### config.mk
export PLATFORM = sky130hd
export DESIGN_NAME = mmio_responder
export DESIGN_NICKNAME = d
export VERILOG_FILES = /design/src/rtl/mmio_responder.sv
export SDC_FILE = /design/constraint.sdc
export NUM_CORES = 1
export LEC_CHECK = 0
export ABC_AREA = 1
export BUFFER_PORTS_ARGS = -buffer_cell sky130_fd_sc_hd__buf_2
export CAP_MARGIN = 20
export CORE_AREA = 2 2 93 118
export DETAILED_ROUTE_END_ITERATION = 7
export DIE_AREA = 0 0 95 120
export GPL_TIMING_DRIVEN = 0
export PLACE_DENSITY = 0.89
export SKIP_CTS_REPAIR_TIMING = 1
export SYNTH_ARGS = -nofsm -noshare
export SYNTH_HDL_FRONTEND = slang
export SYNTH_SLANG_ARGS = --single-unit
export TNS_END_PERCENT = 10
### constraint.sdc
create_clock -name clock -period 2.4 [get_ports clock]
set_input_delay 0.36 -clock clock [delete_from_list [all_inputs] [get_ports clock]]
set_output_delay 0.36 -clock clock [all_outputs]
set_load 0.01 [all_outputs]
### src/rtl/mmio_responder.sv
// rtl/mmio_responder.sv - MMIO register window beside dmem on the processor data bus
//
// Purpose:
//   Decodes the processor's dmem address/data/write-enable signals and answers a
//   16-word register window at address_dmem[11:4] == BASE. Read data and the select
//   flag are registered, so they line up with the one-cycle dmem syncram latency.
//   Registers: 0x0 CYCLE (ro), 0x1 TXDATA (wo, byte FIFO push),
//              0x2 STATUS (write clears overflow), 0x3 SCRATCH (rw), others read 0.
//
// Optional build feature:
//   MMIO_CYCLE_COUNTER_EN - when defined, the 32-bit free-running CYCLE counter is
//   built. When undefined, no counter flops are built and CYCLE reads return 0.
//
// Ports:
//   clock        in   single clock, shared with dmem
//   reset        in   asynchronous active-low reset
//   address_dmem in   [11:0] word address from the processor
//   data         in   [31:0] store data from the processor
//   wren         in   store strobe
//   q_mmio       out  [31:0] registered read data (0 on a miss)
//   sel_mmio     out  registered flag: previous-cycle address hit the window
//   out_valid    out  transmit FIFO non-empty
//   out_data     out  [7:0] transmit FIFO head byte (0 when empty)
//   out_ready    in   consumer accepts the head byte

module mmio_responder #(
  parameter int         FIFO_DEPTH = 8,
  parameter logic [7:0] BASE       = 8'hFF
) (
  input  logic        clock,
  input  logic        reset,
  input  logic [11:0] address_dmem,
  input  logic [31:0] data,
  input  logic        wren,
  output logic [31:0] q_mmio,
  output logic        sel_mmio,
  output logic        out_valid,
  output logic [7:0]  out_data,
  input  logic        out_ready
);

  localparam int         AW      = (FIFO_DEPTH > 1) ? $clog2(FIFO_DEPTH) : 1;
  localparam logic [AW:0] L_DEPTH = (AW + 1)'(FIFO_DEPTH);

  localparam logic [3:0] REG_CYCLE   = 4'h0;
  localparam logic [3:0] REG_TXDATA  = 4'h1;
  localparam logic [3:0] REG_STATUS  = 4'h2;
  localparam logic [3:0] REG_SCRATCH = 4'h3;

  // Decode
  logic        w_hit;
  logic [3:0]  w_reg;
  logic        w_tx_wr;
  logic        w_stat_wr;
  logic        w_scr_wr;

  // FIFO control
  logic        w_pop;
  logic        w_push;
  logic        w_full;
  logic        w_empty;
  logic        w_ovf_set;

  // Read path
  logic [31:0] w_cycle;
  logic [31:0] w_status;
  logic [31:0] w_rdata;

  // State
  logic [31:0]   r_scratch;
  logic          r_ovf;
  logic [AW-1:0] r_rd_ptr;
  logic [AW-1:0] r_wr_ptr;
  logic [AW:0]   r_count;
  logic [7:0]    r_mem [FIFO_DEPTH];

  assign w_hit     = (address_dmem[11:4] == BASE);
  assign w_reg     = address_dmem[3:0];
  assign w_tx_wr   = w_hit && wren && (w_reg == REG_TXDATA);
  assign w_stat_wr = w_hit && wren && (w_reg == REG_STATUS);
  assign w_scr_wr  = w_hit && wren && (w_reg == REG_SCRATCH);

  assign w_empty   = (r_count == '0);
  assign w_full    = (r_count == L_DEPTH);
  assign w_pop     = !w_empty && out_ready;
  // A full FIFO still accepts a push when the head leaves in the same cycle.
  assign w_push    = w_tx_wr && (!w_full || w_pop);
  assign w_ovf_set = w_tx_wr && !w_push;

  assign out_valid = !w_empty;
  assign out_data  = w_empty ? 8'h00 : r_mem[r_rd_ptr];

`ifdef MMIO_CYCLE_COUNTER_EN
  logic [31:0] r_cycle;

  always_ff @(posedge clock or negedge reset) begin
    if (!reset) begin
      r_cycle <= '0;
    end else begin
      r_cycle <= r_cycle + 32'd1;
    end
  end

  assign w_cycle = r_cycle;
`else
  assign w_cycle = '0;
`endif

  // Status is sampled from pre-edge state, so a same-cycle push/pop is not reflected.
  assign w_status = {21'd0, 7'(r_count), 1'b0, r_ovf, w_full, w_empty};

  always_comb begin
    w_rdata = '0;
    case (w_reg)
      REG_CYCLE:   w_rdata = w_cycle;
      REG_STATUS:  w_rdata = w_status;
      REG_SCRATCH: w_rdata = r_scratch;
      default:     w_rdata = '0;
    endcase
  end

  // Registered read response, one cycle behind the address like dmem.
  always_ff @(posedge clock or negedge reset) begin
    if (!reset) begin
      q_mmio   <= '0;
      sel_mmio <= 1'b0;
    end else begin
      q_mmio   <= w_hit ? w_rdata : 32'd0;
      sel_mmio <= w_hit;
    end
  end

  always_ff @(posedge clock or negedge reset) begin
    if (!reset) begin
      r_scratch <= '0;
    end else if (w_scr_wr) begin
      r_scratch <= data;
    end
  end

  // Sticky overflow; a drop in the same cycle as a clear keeps it set.
  always_ff @(posedge clock or negedge reset) begin
    if (!reset) begin
      r_ovf <= 1'b0;
    end else if (w_ovf_set) begin
      r_ovf <= 1'b1;
    end else if (w_stat_wr) begin
      r_ovf <= 1'b0;
    end
  end

  always_ff @(posedge clock or negedge reset) begin
    if (!reset) begin
      r_rd_ptr <= '0;
      r_wr_ptr <= '0;
      r_count  <= '0;
    end else begin
      if (w_pop) begin
        r_rd_ptr <= r_rd_ptr + AW'(1);
      end
      if (w_push) begin
        r_wr_ptr <= r_wr_ptr + AW'(1);
      end
      case ({w_push, w_pop})
        2'b10:   r_count <= r_count + (AW + 1)'(1);
        2'b01:   r_count <= r_count - (AW + 1)'(1);
        default: r_count <= r_count;
      endcase
    end
  end

  // Storage needs no reset: out_data is masked whenever the FIFO is empty.
  always_ff @(posedge clock) begin
    if (w_push) begin
      r_mem[r_wr_ptr] <= data[7:0];
    end
  end

endmodule

After elaboration in Yosys (flattened, before gate mapping)

Memories as Yosys holds them, arrays and structs flattened.
Cells that the tools add are included.

Output and inout bits: 42
Register bits: 76
Memories: 1
Bits in writable memories: 64

Eq/ne operators: 7
Muxes and demuxes: 8
Reduce and logical (&&, ||, !) cells: 14
$add $sub $neg: 4

Memory list:

| name  | words | width | rd ports | clocked after memory_dff | wr ports | line | text |
|---|---|---|---|---|---|---|---|
| r_mem | 8     | 8     | 1        | 0                        | 1        | 75   | `logic [7:0] r_mem [FIFO_DEPTH];` |

Operators with widths:

| operator              | count |
|---|---|
| $pmux W32 S2          | 1 |
| $mux W32              | 1 |
| $eq A4 B2 Y1 const B  | 2 |
| $eq A8 B8 Y1 const B  | 1 |
| $mux W8               | 1 |
| $pmux W4 S2           | 1 |
| $logic_and A1 B1 Y1   | 7 |
| $add A3 B1 Y3 const B | 2 |
| $add A4 B1 Y4 const B | 1 |
| $eq A4 B1 Y1 const B  | 1 |
| $eq A4 B4 Y1 const B  | 1 |
| $logic_not A4 Y1      | 1 |
| $mux W1               | 4 |
| $reduce_bool A2 Y1    | 2 |
| $sub A4 B1 Y4 const B | 1 |
| $logic_not A1 Y1      | 3 |
| $eq A2 B1 Y1 const B  | 1 |
| $eq A2 B2 Y1 const B  | 1 |
| $logic_or A1 B1 Y1    | 1 |

Depth between registers and ports, before layout

Word-level depth: 8
Depth in mapped cells: 17

Worst setup path before layout

Ideal clock, no wire load.

Kind: input-to-reg
From: input address_dmem[5]
To: memory r_mem[0][0], enable pin
Library setup time: 383 ps
Arrival: 1,705 ps
Cell stages on the path: 8
Path buffers: 0
Required time: 2,017 ps
Path slack: 312 ps
Path through: nand2_1 > nor2_2 > nand2_4 > nor2_8 > nand2_2 > nor2_4 > nand2_1 > nor3_1

Cells in the longest elaborated chain, start to end: 6

RTL lines:

| what                             | line | text |
|---|---|---|
| start: declaration               | 32   | `input logic [11:0] address_dmem,` |
| $eq A8 B8 Y1                     | 77   | `assign w_hit = (address_dmem[11:4] == BASE);` |
| $logic_and A1 B1 Y1 (2 in a row) | 79   | `assign w_tx_wr = w_hit && wren && (w_reg == REG_TXDATA);` |
| $logic_and A1 B1 Y1              | 87   | `assign w_push = w_tx_wr && (!w_full \|\| w_pop);` |
| $mux W1                          | 174  | `if (w_push) begin` |
| $mux W1 (implied by the code)    | 175  | `r_mem[r_wr_ptr] <= data[7:0];` |
| end: declaration                 | 75   |  |

No other way between the ends.

Worst setup path in the final report

From: register r_rd_ptr[0]
To: output out_data[4]

Cells in the longest elaborated chain, start to end: 2

RTL lines:

| what                     | line | text |
|---|---|---|
| start: declaration       | 72   | `logic [AW-1:0] r_rd_ptr;` |
| start signal: assignment | 159  | `r_rd_ptr <= r_rd_ptr + AW'(1);` |
| $mem_v2 Z8 W8            | -    |  |
| $mux W8                  | 91   | `assign out_data = w_empty ? 8'h00 : r_mem[r_rd_ptr];` |
| end: declaration         | 38   | `output logic [7:0] out_data,` |

No other way between the ends.

==> summary.md <==
| Metric | Value |
|---|---|
| PwrDens | between 900 and 1000 nW/µm² |
| Unrepaired setup endpoints after global routing | true |
| Nature of the critical path startpoint | register |
| Final #Nets | 620 |
| Seq/Total Area, Yosys | roughly 67% |
| Setup Skew | 0.00825 ns |
| CTS tree | built |
| Post-route minimum period | 2.32 ns |
| Final hold vios | 0 |
| Final instance count without filler cells | 712 |
| Design area | 6970 µm² |
| Period utilization | 96.8% |
| Port Buf Inserts | 89 |
| Final antenna-violating net count | 0 |
| GP Congestion | between 0.8 and 0.9 |
| DRC Markers | 0 |
| Max Cap Viol | 0 |
| Worst-Margin Slew | 0.921 ns |
| Top_reg_cell synth | dfrtp_1 |
| Syn-to-layout area delta | 23.0% |
| Synth Cell Area | 5670 µm² |
| Largest net degree at the start of global routing | between 70 and 80 |
| Clk buf depth | 2 |
| CP required | 2.04 ns |
| Number of flops mapped to enable cells by yosys | 64 |
| Largest fanout on the critical path | 10 |
| Row cnt | 42 |
| Height of the die | 120 µm |
| Status | finished clean |
| Synth Register Bits | 140 |
| First-pass GRT wire length | around 20000 µm |
| DRT Pass-1 Iters | 5 |
| H-tree depth | 4 |
| Initial antenna violation count | 0 |
| Final HPWL DP | 8400 µm |
| Slew Viols, Final | 0 |
| FILL cells | between 700 and 800 |
| Number of distinct library cells after synthesis | 32 |
| Setup TNS | 0 ns |
| Die area | roughly 11000 µm² |
| Maximum VDD drop | between 0.0005 and 0.0006 V |
| Slew headroom | 38.6% |
| Starting DRT DRC Count | 251 |
| Initial Utilization | 54.7% |
| Clock-pin slew on the worst setup and hold paths | 0.06 ns |
| Cell Count Post-Placement | ~680 |
| Fmax | 0.430 GHz |
| Finish-stage setup viols | 0 |
| Async set-reset flop share out of synthesis | 54.3% |
| Pleak | 3.21 nW |
| CTS buffer count | 17 |
| WL/cell | about 17 µm |
| Root buffer cell | clkbuf_16 |
| Placed Area | 6310 µm² |
| Final worst slack | approximately 0.076 ns |
| Clk sink count | 140 |
| Crit path DAT | 1.96 ns |
| Die width | between 90 and 100 µm |
| Worst hold-check path type | input pin to async pin |
| Ratio of cells with drive above 1 in the final layout | about a third |
| CP Class | register to primary output |
| Via Count | between 3000 and 4000 |
| Ant diodes | 0 |
| Ports | 90 |
| Cell count after synthesis | 452 |
| Placeable Area | 10400 µm² |
| Syn nets | 505 |
| Worst slack, placed | -0.283 ns |
| Grt ovf | 0 |
| WL final | 12300 µm |
| Syn Area/Cell | 12.5 µm² |
| Skew-Pair Late Insertion Delay | around 0.41 ns |
| Final Hold Slack | 0.102 ns |
| Via density | 5.43 |
| Vias in the first global route | 4100 |
| Crit end category | primary output |
| Yosys warnings | 0 |
| Gr usage total | 23.5% |
final timing paths:
check / start / end / slack (ns) / depth (start not counted)
worst max-delay path: r_rd_ptr[0] / out_data[4] / 0.08 / 7
worst min-delay path: reset / q_mmio[30] / 0.10 / 1
worst max register to register: r_count[1] / r_count[3] / 0.12 / 15
worst min register to register: r_ovf / r_ovf / 0.50 / 2
max in group asynchronous: reset / r_rd_ptr[0] / 1.66 / 1
min in group clock: data[20] / r_scratch[20] / 0.18 / 2
flip-flops by register name (all words and copies together) (netlist names):
register / count
r_mem: 64
r_count: 4
r_rd_ptr: 3
sel_mmio: 1
r_wr_ptr: 3
q_mmio: 32
r_ovf: 1
r_scratch: 32
layout make-up:
type / count / area (µm²) / area share, %
Buffer: 16 / 100 / 1.44
Inverter: 22 / 85.1 / 1.22
Multi-Input combinational cell: 274 / 1690 / 24.3
Timing Repair Buffer: 96 / 495 / 7.11
Sequential cell: 140 / 3830 / 54.9
Tap cell: 132 / 165 / 2.37
Clock buffer: 27 / 524 / 7.52
Clock inverter: 5 / 80.1 / 1.15
metal layers:
layer	part of all wire [%]	track usage, %	vias up
li1	-	-	1775
met2	52	40.0	176
met1	38	26.6	1876
met5	0	0	-
met3	7.4	7.66	36
met4	2.8	10.8	0
critical path, cell delays in order, from the launching register on:
cell and delay [ns]:
dfrtp_2 0.47, inv_2 0.13, buf_2 0.23, nor2_1 0.06, o22ai_1 0.18, o21ai_0 0.16
a31oi_1 0.18, buf_2 0.15
cell usage after synthesis, drive strengths merged, types with 8 or more instances:
| master | number | area [µm²] |
|---|---|---|
| a31oi | 9 | 56.3 |
| dfrtp | 76 | 1900 |
| buf | 8 | 58.8 |
| edfxtp | 64 | 1920 |
| a21oi | 8 | 40.0 |
| nand2 | 65 | 264 |
| mux2 | 32 | 473 |
| o22ai | 8 | 50.1 |
| clkbuf | 8 | 30.0 |
| o21ai | 45 | 225 |
| nor3 | 9 | 50.1 |
| nor2 | 81 | 343 |
| inv | 21 | 78.8 |
where the power goes:
part / internal, mW / total, mW / switching (mW)
sequential: 2.58 / 2.69 / 0.108
clock: 1.70 / 2.61 / 0.907
combinational: 0.532 / 1.50 / 0.965
logic make-up (layout without fill, tap and decap cells):
family                   count (synthesis)  in the layout  synth area share (%)
AO/OA/AOI/OAI                           70             70                  6.56
XOR/XNOR                                 5              5                 0.773
adder cells (fa/ha/maj)                  5              5                  1.24
buffers and inverters                   38            166                  3.02
flip-flops                             140            140                  67.5
multiplexers                            32             32                  8.34
AND/OR/NAND/NOR                        162            162                  12.6
through the flow:
stage	power (mW)	util [%]
finish	6.80	67.3
global route	7.12	67.3
CTS	6.76	66.8
detailed placement	4.14	60.9
global placement	4.04	60.6
floorplan	3.61	-
cells in the final DEF, fill, tap and decap left out, types with 2 or more instances in the layout:
master	Yosys	routed
nor2_4	2	2
clkbuf_1	8	8
bufinv_16	0	2
buf_6	3	3
clkbuf_16	0	18
clkinvlp_4	0	2
clkbuf_8	0	4
clkbuf_2	0	5
dfrtp_2	0	2
o22ai_2	0	2
o21ai_1	1	2
nor2_2	3	3
nand4_1	4	4
mux2_2	2	2
nand2_2	2	3
nor2_1	75	75
inv_1	20	18
inv_2	1	2
ha_1	4	4
nand2_4	2	2
mux2_4	30	30
edfxtp_1	64	64
a31oi_1	9	9
a21oi_1	8	8
buf_4	0	5
xor2_1	4	4
o22ai_1	8	6
nor3_2	1	2
clkbuf_4	0	3
nand2_1	61	60
nor3_1	8	7
buf_2	5	93
o21ai_0	44	43
dfrtp_1	76	74
Note: power is estimated with default switching activity, not from simulation.
